## src/rtl/keypad_pkg.sv

```systemverilog
// Shared constants for the keypad scanner: FSM encoding, column drive patterns
// and the row/column to key-value map.
package keypad_pkg;

  typedef enum logic [1:0] {
    SCAN       = 2'd0,
    PRESS_DB   = 2'd1,
    HELD       = 2'd2,
    RELEASE_DB = 2'd3
  } state_t;

  // One-cold column drive, indexed by column number; rotation is index+1.
  localparam logic [3:0][3:0] COL_DRIVE = {4'b0111, 4'b1011, 4'b1101, 4'b1110};
  localparam logic [1:0]      COL_FIRST = 2'd0;

  // Key values indexed by {row, col}: r0 {1,2,3,A} r1 {4,5,6,B} r2 {7,8,9,C} r3 {0,F,E,D}.
  localparam logic [15:0][3:0] KEY_MAP = 64'hDEF0_C987_B654_A321;

  function automatic logic [3:0] key_lookup(input logic [1:0] r, input logic [1:0] c);
    return KEY_MAP[{r, c}];
  endfunction

  // Lowest-numbered active-low row; only meaningful when some row is low.
  function automatic logic [1:0] lowest_low(input logic [3:0] rows);
    if (!rows[0])      return 2'd0;
    else if (!rows[1]) return 2'd1;
    else if (!rows[2]) return 2'd2;
    else               return 2'd3;
  endfunction

endpackage

```

## src/rtl/keypad_scanner.sv

```systemverilog
// 4x4 matrix keypad scanner: rotates a one-cold column drive, debounces press and
// release, and hands single key events to the consumer over a valid/ack handshake.
// Board hookup: JA[3:0] carries col, JA[7:4] carries row.
module keypad_scanner
  import keypad_pkg::*;
#(
  parameter int SCAN_DIV     = 1000,
  parameter int DEBOUNCE_CNT = 4
) (
  input  logic       clk,
  input  logic       Rst,
  input  logic [3:0] row,
  output logic [3:0] col,
  output logic [3:0] key_code,
  output logic       key_valid,
  input  logic       key_ack,
  output logic       overrun,
  output logic       busy
);

  localparam logic [15:0] DWELL_LAST = 16'(SCAN_DIV - 1);
  localparam logic [3:0]  DB_LIMIT   = 4'(DEBOUNCE_CNT);

  logic [3:0]  row_meta, row_sync;
  logic [15:0] dwell;
  logic        sample;

  state_t      state, state_next;
  logic [1:0]  col_idx, col_idx_next;
  logic [1:0]  row_idx, row_idx_next;
  logic [3:0]  db_cnt, db_cnt_next;
  logic        accept;

  logic        any_low, match, db_done;

  // NOTE: rows idle high, so the synchronizer resets to 1 to avoid a phantom press.
  always_ff @(posedge clk) begin
    if (Rst) begin
      row_meta <= '1;
      row_sync <= '1;
    end else begin
      row_meta <= row;
      row_sync <= row_meta;
    end
  end

  assign sample = (dwell == DWELL_LAST);

  always_ff @(posedge clk) begin
    if (Rst)         dwell <= '0;
    else if (sample) dwell <= '0;
    else             dwell <= dwell + 16'd1;
  end

  assign any_low = ~&row_sync;
  assign match   = any_low && (lowest_low(row_sync) == row_idx);
  assign db_done = (db_cnt + 4'd1) >= DB_LIMIT;

  // NOTE: sequential state uses non-blocking assignments so every register sees pre-edge values.
  always_ff @(posedge clk) begin
    if (Rst) begin
      state   <= SCAN;
      col_idx <= COL_FIRST;
      row_idx <= 2'd0;
      db_cnt  <= '0;
    end else begin
      state   <= state_next;
      col_idx <= col_idx_next;
      row_idx <= row_idx_next;
      db_cnt  <= db_cnt_next;
    end
  end

  // NOTE: every output of this block is defaulted first so no path infers a latch.
  always_comb begin
    state_next   = state;
    col_idx_next = col_idx;
    row_idx_next = row_idx;
    db_cnt_next  = db_cnt;
    accept       = 1'b0;
    if (sample) begin
      unique case (state)
        SCAN: begin
          if (!any_low) begin
            col_idx_next = col_idx + 2'd1;
          end else begin
            row_idx_next = lowest_low(row_sync);
            db_cnt_next  = 4'd1;
            state_next   = PRESS_DB;
          end
        end
        PRESS_DB: begin
          if (!match) begin
            col_idx_next = col_idx + 2'd1;
            db_cnt_next  = '0;
            state_next   = SCAN;
          end else if (db_done) begin
            accept      = 1'b1;
            db_cnt_next = '0;
            state_next  = HELD;
          end else begin
            db_cnt_next = db_cnt + 4'd1;
          end
        end
        HELD: begin
          if (!any_low) begin
            db_cnt_next = 4'd1;
            state_next  = RELEASE_DB;
          end
        end
        RELEASE_DB: begin
          if (any_low) begin
            db_cnt_next = '0;
            state_next  = HELD;
          end else if (db_done) begin
            col_idx_next = COL_FIRST;
            db_cnt_next  = '0;
            state_next   = SCAN;
          end else begin
            db_cnt_next = db_cnt + 4'd1;
          end
        end
        default: state_next = SCAN;
      endcase
    end
  end

  always_comb begin
    col  = COL_DRIVE[col_idx];
    busy = (state != SCAN);
  end

  // A press accepted while an event is still pending is dropped, even if that
  // event is being acked on the same edge.
  always_ff @(posedge clk) begin
    if (Rst) begin
      key_code  <= '0;
      key_valid <= 1'b0;
      overrun   <= 1'b0;
    end else begin
      overrun <= accept && key_valid;
      if (accept && !key_valid) begin
        key_code  <= key_lookup(row_idx, col_idx);
        key_valid <= 1'b1;
      end else if (key_valid && key_ack) begin
        key_valid <= 1'b0;
      end
    end
  end

endmodule

```

## config.mk

```make
export PLATFORM = sky130hd
export DESIGN_NAME = keypad_scanner
export DESIGN_NICKNAME = d
export VERILOG_FILES = /design/src/rtl/keypad_pkg.sv /design/src/rtl/keypad_scanner.sv
export SDC_FILE = /design/constraint.sdc
export NUM_CORES = 1
export LEC_CHECK = 0
export CAP_MARGIN = 30
export CORE_UTILIZATION = 51
export DETAILED_ROUTE_END_ITERATION = 6
export PLACE_DENSITY = 0.75
export SYNTH_ARGS = -nofsm -noshare
export SYNTH_HDL_FRONTEND = slang
export SYNTH_SLANG_ARGS = --single-unit
```

## constraint.sdc

```tcl
create_clock -name clk -period 2 [get_ports clk]
set_clock_uncertainty 0.05 [all_clocks]
set_input_delay 0.4 -clock clk [delete_from_list [all_inputs] [get_ports clk]]
set_output_delay 0.4 -clock clk [all_outputs]
set_load 0.02 [all_outputs]
```

==> flow_summary.ini, run 1 <==
[status]
status = completed

[detailed_routing]
routed-via-count = 1572
drtAntennaViolNets = 0
first_pass_iters = 4
wirelength_mm = 3.77
wl_per_cell_um = 12.7
route.top_layer_used = met4
via_per_inst = 5.29
drtIter0Drc = 99
wl_met2_mm = 1.63
route.met3.wl_um = 103
wl_met1_mm = 1.98
drc = 0

[yosys]
synth_seq_cells = 40
synth_edf_count = 0
synth_xor_area_share_pct = 6.45
synthAdderAreaFrac_pct = 5.26
synth_compound_area_share_pct = 10.9
synth-simple-area-share_pct = 27.4
muxShareOfSynthArea_pct = 3.36
avgSynthCellArea_sq_um = 8.80
syn_area_sq_um = 1900
synth_top_family_by_area = simple AND/OR/NAND/NOR gates
async_flop_share_pct = 0
synth.distinct_cells = 43
seq_area_frac_synth_pct = 42.1
synthFlopType = dfxtp_1
syn_nets = 231
yosysWarnings = 0
synthCells = 216

[clock_network]
root_buffer = clkbuf_8
clk_latency_ns = 0.29
path_clk_slew_ns = 0.07
cts_buffers = 5
h-tree-depth = 2
clock-sinks = 40
cts_tree = built
clk_path_buf_depth = 2
hold_buffers = 0

[finish]
register_area_sq_um = 802
multiInputGateArea_sq_um = 1050
drive_gt1_share_pct = 17.5
fin_util_pct = 68.8
num_antenna_cells = 0
area_growth_syn_to_layout_pct = 24.5
fillers = 295
fin_nets = 265

[global_route]
grt_overflow = 0
grt_max_degree = 15
grt_pass1_vias = 1487
grt_use_total_pct = 20.9
antenna_found_initial = 0
grt_pass1_wl_mm = 6.54

[floorplan]
die-area_sq_um = 3980
design.core.area_sq_um = 3440
die_w_um = 63.1
initial_utilization_pct = 55.3
die-height_um = 63.1
ios = 18
std_cell_rows = 21

[worst_setup_path]
r2r_slack_ns = 0.06
r2r_start = row_idx[0]$_SDFFE_PP0P_
critPathMaxStageDelay_ns = 0.55
ff2ff_path_depth = 6
cp.depth = 2
path_max_fanout = 5
cpMaxStageDelayCell = clkdlybuf4s50_1
crit_path_end = busy
critPathKind = register to output pin
startpoint_type = register
critical_path_required_ns = 1.55
crit_chain = or2_2 > clkdlybuf4s50_1
r2r-end = key_code[2]$_SDFFE_PP0P_
critPathLaunch = state[0]$_SDFFE_PP0P_
end_kind = output pin
path_buf_inv = 1
crit_family = buffers and inverters
arrival_ns = 1.50

[power_and_ir_drop]
ir_worst_vdd_mv = 0.563
power_density_nw_per_um2 = 608
p_leak_nw = 0.868
p_total_mw = 1.44

[sta]
setup_slack_ns = 0.0495
rsz0062_at_grt = yes
setup_viol = 0
holdWs_ns = 0.359
hold_violations = 0
slew_viol_final = 0
maxClockFrequency_ghz = 0.513
worst_pin_slew_ns = 0.446
relSlewSlack_pct = 70.0
fin_crit_ns = 1.95
tns_ns = 0
period_share_pct = 97.5

[worst_hold_path]
hold_path.class = register to register
min-delay-start = row_meta[1]$_SDFF_PP1_

[place]
place.gp.congestion = 0.837
dp_slack_ns = 0.00884
place_hpwl_mm = 2.72
port_buffers = 17

[run]
cap_viol_max_count = 0
synthesized netlist by cell type (2+ instances only):
cell / number / area share, %
nand2b_1: 3 / 0.99
nand4_1: 5 / 1.6
nand3_1: 8 / 2.1
o211ai_1: 2 / 0.79
o21ai_0: 7 / 1.8
nor2_1: 20 / 3.9
and2_1: 3 / 0.99
xor2_1: 5 / 2.3
and3_1: 3 / 0.99
inv_1: 13 / 2.6
nand2_1: 16 / 3.2
nor3_1: 8 / 2.1
o32ai_1: 2 / 0.92
nor3b_1: 4 / 1.6
a31oi_1: 2 / 0.66
dfxtp_1: 40 / 42
nor4_1: 4 / 1.3
clkbuf_1: 5 / 0.99
mux2i_1: 3 / 1.6
ha_1: 8 / 5.3
or2_2: 9 / 3.0
buf_2: 2 / 0.53
a21oi_1: 9 / 2.4
or3_1: 3 / 0.99
a211oi_1: 5 / 2.0
xnor2_1: 9 / 4.1
nor4bb_1: 2 / 1.1
kinds of logic (layout without fill, tap and decap cells):
family | after synthesis | after routing
xor+xnor | 14 | 14
mux | 5 | 5
buf+inv | 21 | 56
simple gates | 96 | 96
compound gates | 32 | 32
fa+ha+maj | 8 | 8
flops | 40 | 40
flip-flops by register name, indices dropped and copies added, names as in the netlist:
signal	count
row_sync	4
overrun	1
state	2
row_meta	4
row_idx	2
dwell	16
key_valid	1
key_code	4
col_idx	2
db_cnt	4
metal layers:
layer | track usage (%) | vias to the layer above
met4 | 10.8 | 0
li1 | - | 814
met5 | 0 | -
met3 | 5.25 | 7
met2 | 30.0 | 23
met1 | 28.6 | 728
worst reg2reg max path: cells and delay by family, from the launching register on:
family,cells,cell delay (ns)
compound gates,1,0.45
buf+inv,1,0.18
flops,1,0.35
mux,1,0.33
simple gates,3,0.47
area by class of cell:
cell class / instances / share of cell area (%)
Clock buffer: 8 / 3.80
Inverter: 13 / 2.06
Multi-Input combinational cell: 155 / 44.4
Sequential cell: 40 / 33.9
Tap cell: 46 / 2.43
Timing Repair Buffer: 35 / 13.4
stage by stage:
| stage | cell area [sq um] | cells |
|---|---|---|
| 3_5_place_dp | 2230 | 287 |
| 2_1_floorplan | 1900 | 216 |
| 6_report | 2370 | 297 |
| 5_1_grt | 2370 | 297 |
| 3_3_place_gp | 2230 | 287 |
| 4_1_cts | 2320 | 296 |
worst min-delay path by stage:
stage / endpoint / slack, ns / cells after the start
2_1_floorplan: row_sync[0]$_SDFF_PP1_ / 0.34 / 1
3_3_place_gp: row_sync[0]$_SDFF_PP1_ / 0.34 / 1
3_5_place_dp: row_sync[1]$_SDFF_PP1_ / 0.34 / 1
4_1_cts: row_sync[1]$_SDFF_PP1_ / 0.36 / 1
5_1_grt: row_sync[1]$_SDFF_PP1_ / 0.37 / 1
6_report: row_sync[1]$_SDFF_PP1_ / 0.36 / 1
power by group:
| part | leakage (nW) | switching (mW) | internal [mW] | total (mW) |
|---|---|---|---|---|
| sequential | 0.324 | 0.00946 | 0.809 | 0.818 |
| clock | 0.0455 | 0.257 | 0.281 | 0.538 |
| combinational | 0.498 | 0.0385 | 0.0441 | 0.0826 |
| total | 0.868 | 0.305 | 1.13 | 1.44 |
what timing repair did:
action | CTS | global route
endpoints found under the setup margin | 4 | 17
pin swaps | 1 | 1
buffers inserted | 1 | 1
resized for setup | 3 | 8
layout by cell type, fill, tap and decap left out, drive strengths merged, types with 3 or more instances in the layout:
master,instances
nor2,20
dfxtp,40
a21oi,9
mux2i,3
nor4,4
or3,4
ha,8
clkbuf,8
xnor2,9
and3,3
nor3b,4
xor2,5
buf,18
nand4,5
clkdlybuf4s50,13
nand3,9
nor3,8
and2,3
or2,9
o21ai,7
inv,13
nand2,17
nand2b,3
a211oi,5
Note: power is estimated with default switching activity, not from simulation.
==> run 2, diff against run 1 <==
- CORE_MARGIN: unset -> 4
- SKIP_LAST_GASP: unset -> 1
==> run 2 against run 1 <==
Compared with the run above: die area grew 20%; largest cell class unchanged; worst setup slack better by 0.0065 ns; worst hold slack better by 0.0023 ns; fmax increased by 0.34%; global-route usage down 5.3 points; via count fell by 0.64%; cell count is 1.0% lower; combinational power shrank 18%; critical path type unchanged; routed wire length shrank 4.6%; flip-flop and latch count stayed put.
==> flow_summary.ini, run 2 (synthesized netlist as in run 1, its figures left out) <==
[detailed_routing]
first_pass_iters = 4
wirelength_mm = 3.59
drc = 0
via_per_inst = 5.31
routed-via-count = 1562
drtIter0Drc = 59
drtAntennaViolNets = 0
wl_per_cell_um = 12.2

[sta]
hold_violations = 0
setup_viol = 0
fin_crit_ns = 1.94
relSlewSlack_pct = 67.4
slew_viol_final = 0
period_share_pct = 97.2
maxClockFrequency_ghz = 0.514
worst_pin_slew_ns = 0.484
rsz0062_at_grt = yes
holdWs_ns = 0.361

[status]
status = completed

[power_and_ir_drop]
p_leak_nw = 0.868
p_total_mw = 1.59
pwr-share-comb_pct = 4.3
pwr-share-clk_pct = 44.2
internal_power_mw = 1.28
ir_worst_vdd_mv = 0.614
p_sw_share_pct = 19.2
power_density_nw_per_um2 = 679
seqPwrFrac_pct = 51.5
switchingPower_mw = 0.304

[finish]
num_antenna_cells = 0
fin_util_pct = 67.5
final_common_cell = dfxtp_1
largest_register_ffs = 16
drive_gt1_share_pct = 15.7
fin_nets = 262
largest_register = dwell
fillers = 314
layout_common_cells = dfxtp_1 (40), nor2_1 (20), nand2_1 (16)
area_growth_syn_to_layout_pct = 23.0

[worst_setup_path]
cpMaxStageDelayCell = clkdlybuf4s50_1
startpoint_type = register
r2r_start = row_idx[0]$_SDFFE_PP0P_
critical_path_required_ns = 1.55
crit_path_end = busy
r2r-end = key_code[2]$_SDFFE_PP0P_
crit_chain = or2_2 > clkdlybuf4s50_1
r2r_slack_ns = 0.13
path_max_fanout = 5
ff2ff_path_depth = 5
crit_family = buffers and inverters
critPathKind = register to output pin
critPathLaunch = state[0]$_SDFFE_PP0P_
path_buf_inv = 1
critPathMaxStageDelay_ns = 0.54
end_kind = output pin
arrival_ns = 1.49
cp.depth = 2

[clock_network]
root_buffer = clkbuf_8
path_clk_slew_ns = 0.07
clk_path_buf_depth = 2
cts_buffers = 5
clock-sinks = 40
h-tree-depth = 2
cts_tree = built
clk_latency_ns = 0.28

[place]
place_hpwl_mm = 2.75
port_buffers = 17
place.gp.congestion = 0.878

[floorplan]
die-height_um = 69.1
initial_utilization_pct = 54.8
design.core.area_sq_um = 3470
ios = 18
die_w_um = 69.1
std_cell_rows = 21
die-area_sq_um = 4770

[global_route]
grt_pass1_vias = 1402
grt_max_degree = 16
grt_overflow = 0
antenna_found_initial = 0
grt_pass1_wl_mm = 6.17
grt_use_total_pct = 15.6

[run]
cap_viol_max_count = 0

[worst_hold_path]
hold_path.class = register to register
## run 2: layout make-up
class	instances	area (sq um)	area share (%)
Clock buffer	7	96.3	4.12
Clock inverter	1	30.0	1.28
Inverter	13	48.8	2.09
Multi-Input combinational cell	155	1030	44.0
Sequential cell	40	801	34.2
Tap cell	46	57.6	2.46
Timing Repair Buffer	32	278	11.9
## run 2: worst min path at each step
stage	from	cells past startpoint	endpoint	slack, ns
floorplan	row_meta[0]$_SDFF_PP1_	1	row_sync[0]$_SDFF_PP1_	0.34
global placement	row_meta[1]$_SDFF_PP1_	1	row_sync[1]$_SDFF_PP1_	0.34
detailed placement	row_meta[1]$_SDFF_PP1_	1	row_sync[1]$_SDFF_PP1_	0.34
CTS	row_meta[1]$_SDFF_PP1_	1	row_sync[1]$_SDFF_PP1_	0.36
global route	row_meta[3]$_SDFF_PP1_	1	row_sync[3]$_SDFF_PP1_	0.38
finish	row_meta[1]$_SDFF_PP1_	1	row_sync[1]$_SDFF_PP1_	0.36
## run 2: what timing repair did
action                     CTS  global route
resized for setup            4             1
setup endpoints to repair    4             9
hold buffers                 0             0
setup buffers                0             1
pin swaps                    0             1
## run 2: layer usage
metal	part of all wire, %	track usage [%]	up-vias
met3	3.9	4.51	4
met4	0.78	5.64	0
li1	-	-	812
met5	0	0	-
met1	50	20.3	724
met2	45	24.4	22
## run 2: worst register-to-register path, delay by kind of cell, from the launching register on
family	cells	cell delay (ns)
flops	1	0.39
compound gates	1	0.49
simple gates	2	0.37
xor+xnor	1	0.13
mux	1	0.32
## run 2: power by group through the flow
| stage | Sequential (mW) | Clock (mW) | Combinational (mW) |
|---|---|---|---|
| after floorplan | 0.834 | 0 | 0.0410 |
| after global placement | 0.836 | 0 | 0.0665 |
| after detailed placement | 0.837 | 0 | 0.0664 |
| after CTS | 0.818 | 0.722 | 0.0673 |
| after global routing | 0.819 | 0.751 | 0.0760 |
| final | 0.818 | 0.702 | 0.0675 |
## run 2: per-stage QoR
stage,TNS (ns),cells,setup slack [ns],instance area (sq um)
floorplan,0,216,0.0650,1900
global placement,0,285,0.128,2200
detailed placement,0,285,0.0373,2200
CTS,0,293,0.0287,2320
global route,-0.0555,294,-0.0485,2340
finish,0,294,0.0560,2340
